==> src/rtl/sm83_alu_serial.sv <==
// Slice-serial SM83 ALU: processes DATA_WIDTH-bit operands SLICE_WIDTH bits per clock, LSB first,
// and reports the registered result together with the SM83 Z/N/H/C flags.
module sm83_alu_serial #(
    parameter int DATA_WIDTH  = 8,
    parameter int SLICE_WIDTH = 4
) (
    input  logic                  clk,
    input  logic                  nreset,
    input  logic                  start,
    input  logic [2:0]            op,
    input  logic [DATA_WIDTH-1:0] a,
    input  logic [DATA_WIDTH-1:0] b,
    input  logic                  carry_in,
    output logic [DATA_WIDTH-1:0] result,
    output logic                  flag_z,
    output logic                  flag_n,
    output logic                  flag_h,
    output logic                  flag_c,
    output logic                  busy,
    output logic                  done
);

    localparam int NSLICES = DATA_WIDTH / SLICE_WIDTH;
    localparam int CW      = (NSLICES > 1) ? $clog2(NSLICES) : 1;
    // Bit 3 is always the top bit of this slice because SLICE_WIDTH divides 4.
    localparam int H_SLICE = 3 / SLICE_WIDTH;

    localparam logic [2:0] OP_ADD = 3'd0;
    localparam logic [2:0] OP_ADC = 3'd1;
    localparam logic [2:0] OP_SUB = 3'd2;
    localparam logic [2:0] OP_SBC = 3'd3;
    localparam logic [2:0] OP_AND = 3'd4;
    localparam logic [2:0] OP_XOR = 3'd5;
    localparam logic [2:0] OP_OR  = 3'd6;
    localparam logic [2:0] OP_CP  = 3'd7;

    generate
        if (!(SLICE_WIDTH == 1 || SLICE_WIDTH == 2 || SLICE_WIDTH == 4) ||
            (DATA_WIDTH % SLICE_WIDTH) != 0 || DATA_WIDTH < 8) begin : g_bad_params
            $error("sm83_alu_serial: unsupported DATA_WIDTH/SLICE_WIDTH combination");
        end
    endgenerate

    typedef enum logic [1:0] {
        S_IDLE = 2'd0,
        S_RUN  = 2'd1,
        S_DONE = 2'd2
    } state_t;

    state_t r_state;
    state_t w_next;

    logic [CW-1:0]          r_k;
    logic [DATA_WIDTH-1:0]  r_a;
    logic [DATA_WIDTH-1:0]  r_a_sh;
    logic [DATA_WIDTH-1:0]  r_b_sh;
    logic [DATA_WIDTH-1:0]  r_shadow;
    logic [2:0]             r_op;
    logic                   r_c;
    logic                   r_h;

    logic [DATA_WIDTH-1:0]  r_result;
    logic                   r_z;
    logic                   r_n;
    logic                   r_hf;
    logic                   r_cf;

    logic                   w_accept;
    logic                   w_last;
    logic [SLICE_WIDTH-1:0] w_a_s;
    logic [SLICE_WIDTH-1:0] w_b_s;
    logic [SLICE_WIDTH:0]   w_sum;
    logic                   w_cout;
    logic [SLICE_WIDTH-1:0] w_slice;
    logic [DATA_WIDTH-1:0]  w_shadow_nx;
    logic [3:0]             w_flags;

    function automatic logic is_sub(input logic [2:0] o);
        return (o == OP_SUB) || (o == OP_SBC) || (o == OP_CP);
    endfunction

    // Carry seeded into slice 0; subtraction is A + ~B + 1 (or + !C for SBC).
    function automatic logic slice0_cin(input logic [2:0] o, input logic ci);
        case (o)
            OP_ADC:        return ci;
            OP_SUB, OP_CP: return 1'b1;
            OP_SBC:        return ~ci;
            default:       return 1'b0;
        endcase
    endfunction

    assign w_accept = start && (r_state != S_RUN);
    assign w_last   = (r_state == S_RUN) && (r_k == CW'(NSLICES - 1));

    // State register
    always_ff @(posedge clk or negedge nreset) begin
        if (!nreset) begin
            r_state <= S_IDLE;
        end else begin
            r_state <= w_next;
        end
    end

    // Next-state logic
    always_comb begin
        w_next = r_state;
        case (r_state)
            S_IDLE:  w_next = start ? S_RUN : S_IDLE;
            S_RUN:   w_next = w_last ? S_DONE : S_RUN;
            S_DONE:  w_next = start ? S_RUN : S_IDLE;
            default: w_next = S_IDLE;
        endcase
    end

    // Output decode
    always_comb begin
        busy = 1'b0;
        done = 1'b0;
        case (r_state)
            S_RUN:   busy = 1'b1;
            S_DONE:  done = 1'b1;
            default: begin
                busy = 1'b0;
                done = 1'b0;
            end
        endcase
    end

    always_ff @(posedge clk or negedge nreset) begin
        if (!nreset) begin
            r_k <= '0;
        end else if (w_accept) begin
            r_k <= '0;
        end else if (r_state == S_RUN) begin
            r_k <= r_k + 1'b1;
        end
    end

    // Slice datapath: low slice of the shifted operands, ripple carry held in r_c.
    assign w_a_s  = r_a_sh[SLICE_WIDTH-1:0];
    assign w_b_s  = r_b_sh[SLICE_WIDTH-1:0] ^ {SLICE_WIDTH{is_sub(r_op)}};
    assign w_sum  = {1'b0, w_a_s} + {1'b0, w_b_s} + {{SLICE_WIDTH{1'b0}}, r_c};
    assign w_cout = w_sum[SLICE_WIDTH];

    always_comb begin
        w_slice = w_sum[SLICE_WIDTH-1:0];
        case (r_op)
            OP_AND:  w_slice = w_a_s & w_b_s;
            OP_XOR:  w_slice = w_a_s ^ w_b_s;
            OP_OR:   w_slice = w_a_s | w_b_s;
            default: w_slice = w_sum[SLICE_WIDTH-1:0];
        endcase
    end

    assign w_shadow_nx = {w_slice, r_shadow[DATA_WIDTH-1:SLICE_WIDTH]};

    // Operand capture and per-slice shifting; data registers need no reset.
    always_ff @(posedge clk) begin
        if (w_accept) begin
            r_a    <= a;
            r_a_sh <= a;
            r_b_sh <= b;
            r_op   <= op;
            r_c    <= slice0_cin(op, carry_in);
        end else if (r_state == S_RUN) begin
            r_a_sh   <= r_a_sh >> SLICE_WIDTH;
            r_b_sh   <= r_b_sh >> SLICE_WIDTH;
            r_shadow <= w_shadow_nx;
            r_c      <= w_cout;
            if (r_k == CW'(H_SLICE)) begin
                r_h <= w_cout;
            end
        end
    end

    // Flags as {Z, N, H, C}; subtract ops report borrow, i.e. inverted carries.
    always_comb begin
        w_flags    = 4'b0000;
        w_flags[3] = (w_shadow_nx == '0);
        case (r_op)
            OP_ADD, OP_ADC: begin
                w_flags[1] = r_h;
                w_flags[0] = w_cout;
            end
            OP_SUB, OP_SBC, OP_CP: begin
                w_flags[2] = 1'b1;
                w_flags[1] = ~r_h;
                w_flags[0] = ~w_cout;
            end
            OP_AND:  w_flags[1] = 1'b1;
            default: begin
                w_flags[1] = 1'b0;
                w_flags[0] = 1'b0;
            end
        endcase
    end

    always_ff @(posedge clk or negedge nreset) begin
        if (!nreset) begin
            r_result <= '0;
            r_z      <= 1'b0;
            r_n      <= 1'b0;
            r_hf     <= 1'b0;
            r_cf     <= 1'b0;
        end else if (w_last) begin
            r_result <= (r_op == OP_CP) ? r_a : w_shadow_nx;
            r_z      <= w_flags[3];
            r_n      <= w_flags[2];
            r_hf     <= w_flags[1];
            r_cf     <= w_flags[0];
        end
    end

    assign result = r_result;
    assign flag_z = r_z;
    assign flag_n = r_n;
    assign flag_h = r_hf;
    assign flag_c = r_cf;

endmodule

==> config.mk <==
export PLATFORM = sky130hd
export DESIGN_NAME = sm83_alu_serial
export DESIGN_NICKNAME = d
export VERILOG_FILES = /design/src/rtl/sm83_alu_serial.sv
export SDC_FILE = /design/constraint.sdc
export NUM_CORES = 1
export LEC_CHECK = 0
export CAP_MARGIN = 40
export CORE_ASPECT_RATIO = 1.1
export CORE_MARGIN = 3
export CORE_UTILIZATION = 48
export DETAILED_ROUTE_END_ITERATION = 8
export PLACE_DENSITY = 0.74
export SYNTH_ARGS = -nofsm -noshare
export SYNTH_HDL_FRONTEND = slang
export SYNTH_SLANG_ARGS = --single-unit
==> constraint.sdc <==
create_clock -name clk -period 3.2 [get_ports clk]
set_input_delay 0.96 -clock clk [delete_from_list [all_inputs] [get_ports clk]]
set_output_delay 0.96 -clock clk [all_outputs]
set_load 0.02 [all_outputs]
==> run metrics <==
status=completed; slowest CP cell=or4_4; via count=1541; hold depth=2; Routed WL per cell=14.0 um; syn avg cell area=12.4 um^2; GP Congestion=0.783; Slew HR=56.0%; Area growth syn-to-layout=23.1%; Startpoint Class=flop; Int Pwr=1.86 mW; Setup crit end kind=flop; Crit path depth=12; Seq cells post-synth=48; Final Hold Vio Count=0; clk slew on worst S/H paths=80 ps; vias in the first global route=1462; Initial Utilization=50.4%; WP data required=3410 ps; Ports=37; crit path max fanout=8; ANT cells=0; CTS tree=built; worst-path cell chain=nand2b_4, nand2_2, xnor2_2, inv_1, fa_1, inv_1, fa_1, nor2b_1, o21ai_0, o221a_4, or4_4, o31ai_2; Worst-Margin Slew=658 ps; Synth cell types=43; post-route minimum period=2990 ps; CTS H-tree depth=2; post-CTS resize count=0; Pre-Repair DR Iteration Count=4; initial drt markers=77; hold buffers post-CTS=0; drt via density=5.26; die area=0.00583 mm^2; post-place instance area=0.00282 mm^2; Die Y=79.8 um; cells after synthesis=192; Total Power=3.00 mW; Largest delay share family, worst path=simple AND/OR/NAND/NOR gates; Post-synth ARST share=31.3%; clock sinks=48; Clock Path Buffers=2; core box area=0.00472 mm^2; share of cells above drive strength 1=13.5%; finished layout cell area=0.00293 mm^2; initial antenna violation count=0; number of port buffers=36; post-CTS setup buffers=0; Clock power frac=12.2%; Hold Crit Class=flop to flop; sum of buffers and inverters on the critical path=2; Leak=1.26 nW; Synth warnings=0; DP Wirelength=3130 um; pin count of the biggest net entering global routing=23; FP Rows=26; remaining antenna violation count=0; clk_skew=5.49 ps; Max Cap Viol=0; Tcrit/Tclk final=93.4%; Clk Latency, worst-skew pair=290 ps; Post-synth EDFFs=33; gr ovfl total=0; GR Util All Layers=15.6%; Final WS setup=212 ps; Sw Ratio=38.1%; most used flip-flop cell after synthesis=edfxtp_1; pre-CTS setup slack=163 ps; Routed WL=4090 um; post-synthesis sequential area ratio=57.5%; DRC viols=0; Psw=1.14 mW; die extent in x=73.1 um; f_max=335 MHz; total clock buffers created by CTS=5; Comb power frac=50.3%; worst hold slack=479 ps; Final Max Tran Viols=0; RSZ-0062 raised after global routing=false; Root Driver=clkbuf_8; Reg power frac=37.5%; cell area after synthesis=0.00238 mm^2; final setup TNS=0 ps; reg2reg path depth=12; # setup viols final=0; Nets=269; global-route wire length before repair=6910 um; Syn Nets=225; Cell Pwr Density=1030 mW/mm^2; crit path kind=flop to flop; Data arrival, critical path=3190 ps; crit-path max cell delay=500 ps; VDD IR max=0.000416 V
==> worst paths after layout <==
kind / from / endpoint / slack (ps)
hold / removal: result[1] / result[1] / 480
max in group asynchronous: nreset / flag_z / 1710
setup / recovery: r_op[0] / flag_z / 210
hold reg to reg: result[1] / result[1] / 480
min in group asynchronous: nreset / r_state[1] / 1070
setup reg to reg: r_op[0] / flag_z / 210
==> cell families (layout without fill, tap and decap cells) <==
group	count (synthesis)	in the layout	share of synthesized area (%)
adders and majority gates	10	10	5.90
DFF	48	48	57.5
and+or+nand+nor	47	47	11.2
muxes	19	19	8.43
AOI/OAI and AO/OA	34	34	9.37
buffers and inverters	28	73	5.42
xor gates and xnor gates	6	6	2.21
==> synthesized netlist by cell type, drive strengths merged (3+ instances only) <==
master  count  area share [%]
nor2b       4             1.1
xnor2       5             1.8
o21ai      15             3.2
buf         5             1.8
inv        20             3.2
dfrtp      15              16
nand2      17             2.7
mux2i      11             4.6
edfxtp     33              42
a31oi       3            0.79
a21oi       5             1.1
ha          8             4.2
mux2        8             3.8
nand2b      4             1.4
clkbuf      3            0.47
and3        8             2.1
nor2        3            0.58
==> metal layers <==
metal  up-vias  GRT usage, %  share of wire [%]
met5         -             0                  0
met4         0          5.54                1.1
met3         4          3.53                3.9
met2        31          25.3                 51
met1       730          20.4                 44
li1        776             -                  -
==> cell usage in the layout (no fill, tap or decap), types with 2 or more instances in the layout <==
cell	n
buf_4	9
nand3_1	2
mux2_2	8
ha_1	8
o221ai_1	2
nand3b_1	2
o21ai_1	2
o21ai_0	13
inv_1	19
and3_1	8
fa_1	2
xnor2_1	4
o211ai_1	2
clkbuf_8	6
clkdlybuf4s50_1	36
dfrtp_1	15
nand2b_1	3
nand2_1	16
a21oi_1	5
mux2i_1	11
a31oi_1	3
nor2_1	2
edfxtp_1	33
nor2b_1	4
==> through the flow <==
| stage | util [%] | cells |
|---|---|---|
| floorplan | - | 192 |
| global placement | 59.8 | 285 |
| detailed placement | 59.8 | 285 |
| CTS | 61.8 | 293 |
| global route | 62.0 | 293 |
| finish | 62.0 | 293 |
==> state kept, by name (all words and copies together), names as in the netlist <==
signal and cells:
result 8, r_c 1, r_shadow 4, r_state 2, flag_c 1, r_b_sh 8
flag_h 1, flag_n 1, r_k 1, r_a 8, r_a_sh 8, flag_z 1
r_h 1, r_op 3
==> area by class of cell <==
type                       instances  area [um^2]
clock buffer                       7         86.3
clock inverter                     1         8.76
fill                             386         1790
inverter                          20         75.1
multi-input combinational        116          891
sequential                        48         1370
tap                               56         70.1
timing repair buffer              45          428
==> power by group through the flow <==
stage          combinational [mW]  clock, mW  sequential (mW)
6_report                     1.51      0.367             1.12
3_5_place_dp                 1.51          0             1.14
2_1_floorplan               0.981          0             1.19
3_3_place_gp                 1.47          0             1.13
5_1_grt                      1.69      0.411             1.15
4_1_cts                      1.51      0.380             1.13
==> worst register-to-register path, delay by kind of cell, from the launching register on <==
family                   cells  cell delay [ps]
AO/OA/AOI/OAI                3              420
AND/OR/NAND/NOR              4              930
adder cells (fa/ha/maj)      2              840
flip-flops                   1              390
buffers and inverters        2              180
XOR/XNOR                     1              120
Note: power is estimated with default switching activity, not from simulation.
